## config.mk

```make
export PLATFORM = sky130hd
export DESIGN_NAME = uart_rx_fifo
export DESIGN_NICKNAME = d
export VERILOG_FILES = /design/src/rtl/uart_rx_fifo.sv
export SDC_FILE = /design/constraint.sdc
export NUM_CORES = 1
export LEC_CHECK = 0
export BUFFER_PORTS_ARGS = -buffer_cell sky130_fd_sc_hd__buf_2
export CAP_MARGIN = 20
export CELL_PAD_IN_SITES_DETAIL_PLACEMENT = 0
export CELL_PAD_IN_SITES_GLOBAL_PLACEMENT = 1
export CORE_MARGIN = 1.5
export CORE_UTILIZATION = 45
export CTS_CLUSTER_SIZE = 8
export DETAILED_ROUTE_END_ITERATION = 8
export GPL_TIMING_DRIVEN = 0
export PLACE_DENSITY = 0.74
export SETUP_SLACK_MARGIN = 0.5
export SYNTH_ARGS = -nofsm -noshare
export SYNTH_HDL_FRONTEND = slang
export SYNTH_SLANG_ARGS = --single-unit
```

## constraint.sdc

```tcl
create_clock -name clk -period 2.62 [get_ports clk]
set_input_delay 0.524 -clock clk [delete_from_list [all_inputs] [get_ports clk]]
set_output_delay 0.524 -clock clk [all_outputs]
set_load 0.01 [all_outputs]
```

## src/rtl/uart_rx_fifo.sv

```systemverilog
// Receive FIFO behind the UART RX controller: captures strobed bytes into a circular
// buffer and presents them on a first-word-fall-through valid/ready read port.
module uart_rx_fifo #(
   parameter int ADDR_W   = 4,
   parameter int AF_LEVEL = 12
) (
   input  logic              clk,
   input  logic              reset_n,
   input  logic              i_Rx_Done,
   input  logic [7:0]        i_Rx_Byte,
   output logic              o_Rd_Valid,
   output logic [7:0]        o_Rd_Data,
   input  logic              i_Rd_Ready,
   output logic [ADDR_W:0]   o_Count,
   output logic              o_Full,
   output logic              o_Empty,
   output logic              o_Almost_Full,
   output logic              o_Overrun,
   input  logic              i_Clr_Overrun
);

   localparam int DEPTH = 1 << ADDR_W;
   localparam logic [ADDR_W:0] DEPTH_C = (ADDR_W+1)'(DEPTH);
   localparam logic [ADDR_W:0] AF_C    = (ADDR_W+1)'(AF_LEVEL);

   logic [7:0]        mem [DEPTH];
   logic [ADDR_W-1:0] wr_ptr, rd_ptr;
   logic [ADDR_W:0]   count;
   logic              pop, push_ok, drop;

   assign o_Empty       = (count == '0);
   assign o_Full        = (count == DEPTH_C);
   assign o_Almost_Full = (count >= AF_C);
   assign o_Rd_Valid    = !o_Empty;
   assign o_Count       = count;
   assign o_Rd_Data     = o_Rd_Valid ? mem[rd_ptr] : 8'h00;

   // A pop in the same cycle frees the slot, so a push into a full buffer still lands.
   assign pop     = o_Rd_Valid & i_Rd_Ready;
   assign push_ok = i_Rx_Done & (!o_Full | pop);
   assign drop    = i_Rx_Done & o_Full & !pop;

   always_ff @(posedge clk) begin
      if (push_ok) mem[wr_ptr] <= i_Rx_Byte;
   end

   always_ff @(posedge clk) begin
      if (!reset_n) begin
         wr_ptr    <= '0;
         rd_ptr    <= '0;
         count     <= '0;
         o_Overrun <= 1'b0;
      end else begin
         if (push_ok) wr_ptr <= wr_ptr + 1'b1;
         if (pop)     rd_ptr <= rd_ptr + 1'b1;
         case ({push_ok, pop})
            2'b10:   count <= count + 1'b1;
            2'b01:   count <= count - 1'b1;
            default: count <= count;
         endcase
         // Setting takes priority over a same-cycle clear so no drop goes unreported.
         if (drop)               o_Overrun <= 1'b1;
         else if (i_Clr_Overrun) o_Overrun <= 1'b0;
      end
   end

endmodule

```

==> results.cfg, run 1 <==
[status]
outcome = finished, final reports clean

[route]
drtIter0Drc = 253
antenna_left = 0
finalWirelength_um = 12200
viasPerCell = 5.47
vias = 3241
avgRoutedWirePerCell_um = 20.6
drc = 0
drt_first_pass_iters = 4

[sta]
finalCritPeriodShare = 0.987
hold_viol_final = 0
clock.fmax_ghz = 0.387
rsz0062_at_grt = yes
period_minus_slack_ns = 2.58
setup-violations-final = 0
slew_headroom = 0.456
setup_tns_ns = 0
drv_slew = 0
tightest_slew_ns = 0.815
clock_skew_ns = 0.0203

[place]
place_inst = 532
routabilityCongestion = 0.742
dp_hpwl_um = 7380
io_buffers = 29
place_area_um2 = 6310

[job]
cap_violations = 0

[floorplanning]
rows = 41
initial_utilization = 0.464
dieArea_um2 = 13800
die_height_um = 117
die_w_um = 117
ioPinCount = 31
core_um2 = 12700

[cts]
cts.sinks = 146
clkTransAtPathRegs_ns = 0.06
cts-htree-levels = 4
cts_root_buf = clkbuf_16
cts_tree = yes
clkLatencyLatePin_ns = 0.42
cts_buffers = 17
clk_path_buf_depth = 2
cts_hold_buf = 0

[worst_setup_path]
rr_worst_depth = 12
worst_setup_path_end_kind = primary output
crit_fanout = 8
regToRegEndpoint = o_Count[4]
crit_arrival_ns = 2.06
r2r_slack_ns = 0.23
r2r-start = o_Count[2]
path_class = reg -> out
required_ns = 2.10
start_kind = flop

[synthesis]
postSynth.asyncResetShare = 0
synth_top_cell_area_share = 0.654
synthTopCellsByArea = edfxtp_1, mux4_2, dfxtp_1
syn_nets = 347
synthFlopType = edfxtp_1
ys_top_cells_by_count = edfxtp_1, mux4_2, nor2_1, dfxtp_1, mux2i_1
yosysTopAreaCell = edfxtp_1
post-synth-top-count-cell = edfxtp_1
ys_ff_latch = 146
syn_area_per_cell_um2 = 18.0
ys_types = 34
synth_edf_count = 128
synth_cells = 327
ys_warn_count = 0
syn_area_um2 = 5880
synth.yosys.seq_area_share = 0.716

[pwr]
p_leak_nw = 2.61
p_per_area_nw_per_um2 = 971
vdd_drop_max_v = 0.000847

[min_path]
holdPathEnd = o_Count[4]
hp-class = in -> reg
min-delay-start = reset_n
min_path_cells = 3

[cells_and_area]
finalNetCount = 427
synthToLayoutAreaGrowth_pct = 30.3
fin_cells = 592
diodes = 0
fin_area_um2 = 7660
nFillCells = 941
drive_above_1_share = 0.445

[grt]
antenna_found_initial = 0
grt.overflow.total = 0
grt_max_degree = 17
grt_pass1_vias = 3261
grt_use_total = 0.185
grt_pass1_wl_um = 17800
flip-flops by register name, summed over array words and instances, names as in the netlist, named ones only:
| register | flops |
|---|---|
| mem | 128 |
| o_Count | 5 |
| o_Overrun | 1 |
| rd_ptr | 4 |
| wr_ptr | 4 |
how the worst max path moves through the flow:
stage / startpoint / endpoint / slack, ns / cells after the start
6_report: flop / o_Rd_Data[6] / 0.04 / 6
5_1_grt: flop / o_Rd_Data[4] / -0.05 / 7
4_1_cts: flop / o_Rd_Data[1] / -0.02 / 6
3_5_place_dp: i_Rx_Done / mem[12][4] / -0.06 / 5
3_3_place_gp: i_Rx_Done / mem[1][2] / -0.38 / 3
2_1_floorplan: o_Count[2] / o_Count[4] / 0.32 / 10
kinds of logic (layout without fill, tap and decap cells):
kind of cell | after synthesis | in the layout | synth area share
XOR/XNOR | 10 | 10 | 0.0149
adder cells (fa/ha/maj) | 7 | 7 | 0.0149
buffers and inverters | 29 | 122 | 0.0228
multiplexers | 50 | 50 | 0.153
flip-flops | 146 | 146 | 0.716
AND/OR/NAND/NOR | 61 | 61 | 0.0515
AO/OA/AOI/OAI | 24 | 24 | 0.0270
power breakdown:
| part | leakage (nW) | internal [mW] | switching [mW] |
|---|---|---|---|
| clock network | 0.322 | 1.64 | 0.896 |
| registers | 1.31 | 2.63 | 0.0857 |
| logic | 0.980 | 1.15 | 1.03 |
placed cells by master, fill, tap and decap left out, drive strengths merged, types with 8 or more instances in the layout:
cell type  count
edfxtp       128
buf           68
clkbuf        35
mux4          32
nor2          24
dfxtp         18
mux2i         18
inv           14
nand2         11
o22ai          8
layout make-up:
class                   instances  area, µm²  area share
flip-flops and latches        146       4210       0.550
multi-input cells             152       1840       0.240
clock buffers                  26        586      0.0765
repair buffers                 61        543      0.0709
well taps                     172        215      0.0281
plain buffers                  16        159      0.0208
clock inverters                 6       56.3     0.00735
inverters                      13       48.8     0.00637
layer usage:
layer,routed length (µm),track usage
met1,4960,0.225
met3,634,0.0510
met5,0,0
met2,6410,0.318
met4,214,0.0699
what timing repair did:
action,in CTS,in global routing
pin swaps,4,18
setup buffers,5,20
setup endpoints to repair,108,93
cloned,1,2
resized for setup,54,47
worst max-delay path, stage by stage, from the launching register on:
cell	delay (ns)
dfxtp_2	0.34
buf_12	0.16
buf_12	0.13
mux4_2	0.52
mux2i_2	0.20
o22ai_2	0.12
buf_2	0.16
stage by stage:
stage / utilization / setup WS (ns) / total power [mW] / hold WS (ns)
CTS: 0.572 / -0.0214 / 6.98 / 0.360
detailed placement: 0.498 / -0.0557 / 4.22 / 0.488
finish: 0.604 / 0.0353 / 7.44 / 0.395
global route: 0.604 / -0.0547 / 7.73 / 0.429
global placement: 0.494 / -0.379 / 4.19 / 0.471
floorplan: - / 0.324 / 3.75 / 0.485
Note: power is estimated with default switching activity, not from simulation.
==> run 2, diff against run 1 <==
--- a/config.mk
+++ b/config.mk
@@ -7,7 +7,7 @@
 export LEC_CHECK = 0
 export BUFFER_PORTS_ARGS = -buffer_cell sky130_fd_sc_hd__buf_2
 export CAP_MARGIN = 20
-export CELL_PAD_IN_SITES_DETAIL_PLACEMENT = 0
+export CELL_PAD_IN_SITES_DETAIL_PLACEMENT = 1
 export CELL_PAD_IN_SITES_GLOBAL_PLACEMENT = 1
 export CORE_MARGIN = 1.5
 export CORE_UTILIZATION = 45
==> constraint.sdc (replaced) <==
create_clock -name clk -period 2.62 [get_ports clk]
set_input_delay 0.131 -clock clk [delete_from_list [all_inputs] [get_ports clk]]
set_output_delay 0.131 -clock clk [all_outputs]
set_load 0.01 [all_outputs]
==> results.cfg, run 2 (synthesized netlist as in run 1, its figures left out) <==
[status]
outcome = finished, final reports clean

[route]
vias = 3248
antenna_left = 0
finalWirelength_um = 13300
drtIter0Drc = 210
avgRoutedWirePerCell_um = 23.0
drt_first_pass_iters = 4
drc = 0
viasPerCell = 5.60

[cells_and_area]
nFillCells = 1157
finalNetCount = 415
layout_common_cells = edfxtp_1, buf_2, mux4_2
final_util = 0.576
synthToLayoutAreaGrowth_pct = 24.3
top_register = mem
largest_register_ffs = 128
drive_above_1_share = 0.390
layout_commonest_cell = edfxtp_1
fin_cells = 580
multi_input_area_um2 = 1680
diodes = 0
fin_area_um2 = 7300
regArea_um2 = 4210

[cts]
cts.sinks = 146
clkLatencyLatePin_ns = 0.41
cts_buffers = 17
cts_tree = yes
cts-htree-levels = 4
clk_path_buf_depth = 2
clkTransAtPathRegs_ns = 0.06
cts_root_buf = clkbuf_16

[worst_setup_path]
crit_fanout = 5
r2r_slack_ns = 0.33
r2r-start = o_Count[1]
crit_arrival_ns = 2.64
crit_start = o_Count[1]
required_ns = 2.98
start_kind = flop
path_class = reg -> reg
worst_setup_path_end_kind = flop

[pwr]
comb_power_share = 0.249
internal_power_mw = 5.12
p_sw_mw = 1.88
clkPwrFrac = 0.365
p_per_area_nw_per_um2 = 960
p_leak_nw = 2.50
vdd_drop_max_v = 0.000623
swShare = 0.269
seqPwrFrac = 0.386

[grt]
grt_pass1_vias = 3482
grt.overflow.total = 0
antenna_found_initial = 0
grt_max_degree = 17
grt_use_total = 0.209
grt_pass1_wl_um = 20000

[place]
place_inst = 532
routabilityCongestion = 0.755
dp_hpwl_um = 8140
place_area_um2 = 6300
io_buffers = 29

[floorplanning]
die_height_um = 117
initial_utilization = 0.464
rows = 41
die_w_um = 117
dieArea_um2 = 13800
core_um2 = 12700
ioPinCount = 31

[sta]
drv_slew = 0
clock_skew_ns = 0.00781
rsz0062_at_grt = yes
tightest_slew_ns = 0.781
clock.fmax_ghz = 0.437
slew_headroom = 0.475
hold_viol_final = 0
period_minus_slack_ns = 2.29
finalCritPeriodShare = 0.873
setup-violations-final = 0

[job]
cap_violations = 0

[min_path]
hp-class = in -> reg
min-delay-start = i_Clr_Overrun
-- run 2: critical path: stages (launching register included) --
cell	delay [ns]
dfxtp_2	0.32
buf_6	0.11
nor4_4	0.39
a21oi_2	0.14
xor2_1	0.16
ha_2	0.19
o31a_2	0.28
or3_4	0.34
o21ai_2	0.14
nand3_1	0.08
nand3_1	0.07
-- run 2: layer usage --
| layer | track usage | part of all wire |
|---|---|---|
| met1 | 0.248 | 0.42 |
| met2 | 0.371 | 0.53 |
| met3 | 0.0489 | 0.037 |
| met4 | 0.0803 | 0.022 |
| met5 | 0 | 0 |
-- run 2: worst paths after layout --
kind | to | depth (start not counted)
worst max-delay path | o_Count[4] | 10
worst max register to register | o_Count[4] | 10
worst min-delay path | o_Overrun | 4
worst min register to register | o_Overrun | 2
-- run 2: layout make-up --
class	instances	area share
inverters	13	0.00668
clock inverters	3	0.00240
well taps	172	0.0295
multi-input cells	152	0.230
plain buffers	16	0.0197
repair buffers	49	0.0476
clock buffers	29	0.0879
flip-flops and latches	146	0.576
-- run 2: timing repair --
action,in CTS,in global routing
endpoints found under the hold margin,1,0
hold buffers,1,0
buffers inserted,9,6
setup endpoints to repair,126,122
pin swaps,5,4
cloned,0,0
resized for setup,47,9
-- run 2: metrics by stage --
step / hold WS, ns / total power [mW] / setup WS, ns / TNS [ns]
after global placement: 0.398 / 4.17 / -0.107 / -3.14
after detailed placement: 0.418 / 4.25 / 0.107 / 0
after CTS: 0.00939 / 7.04 / 0.332 / 0
after floorplan: 0.230 / 3.75 / 0.324 / 0
after global routing: 0.0374 / 7.29 / 0.225 / 0
final: 0.0197 / 7.01 / 0.333 / 0
-- run 2: power by group through the flow --
stage / clock network [mW] / logic (mW) / registers (mW)
6_report: 2.56 / 1.75 / 2.70
3_3_place_gp: 0 / 1.44 / 2.74
4_1_cts: 2.61 / 1.73 / 2.70
2_1_floorplan: 0 / 1.01 / 2.74
3_5_place_dp: 0 / 1.51 / 2.74
5_1_grt: 2.69 / 1.89 / 2.71
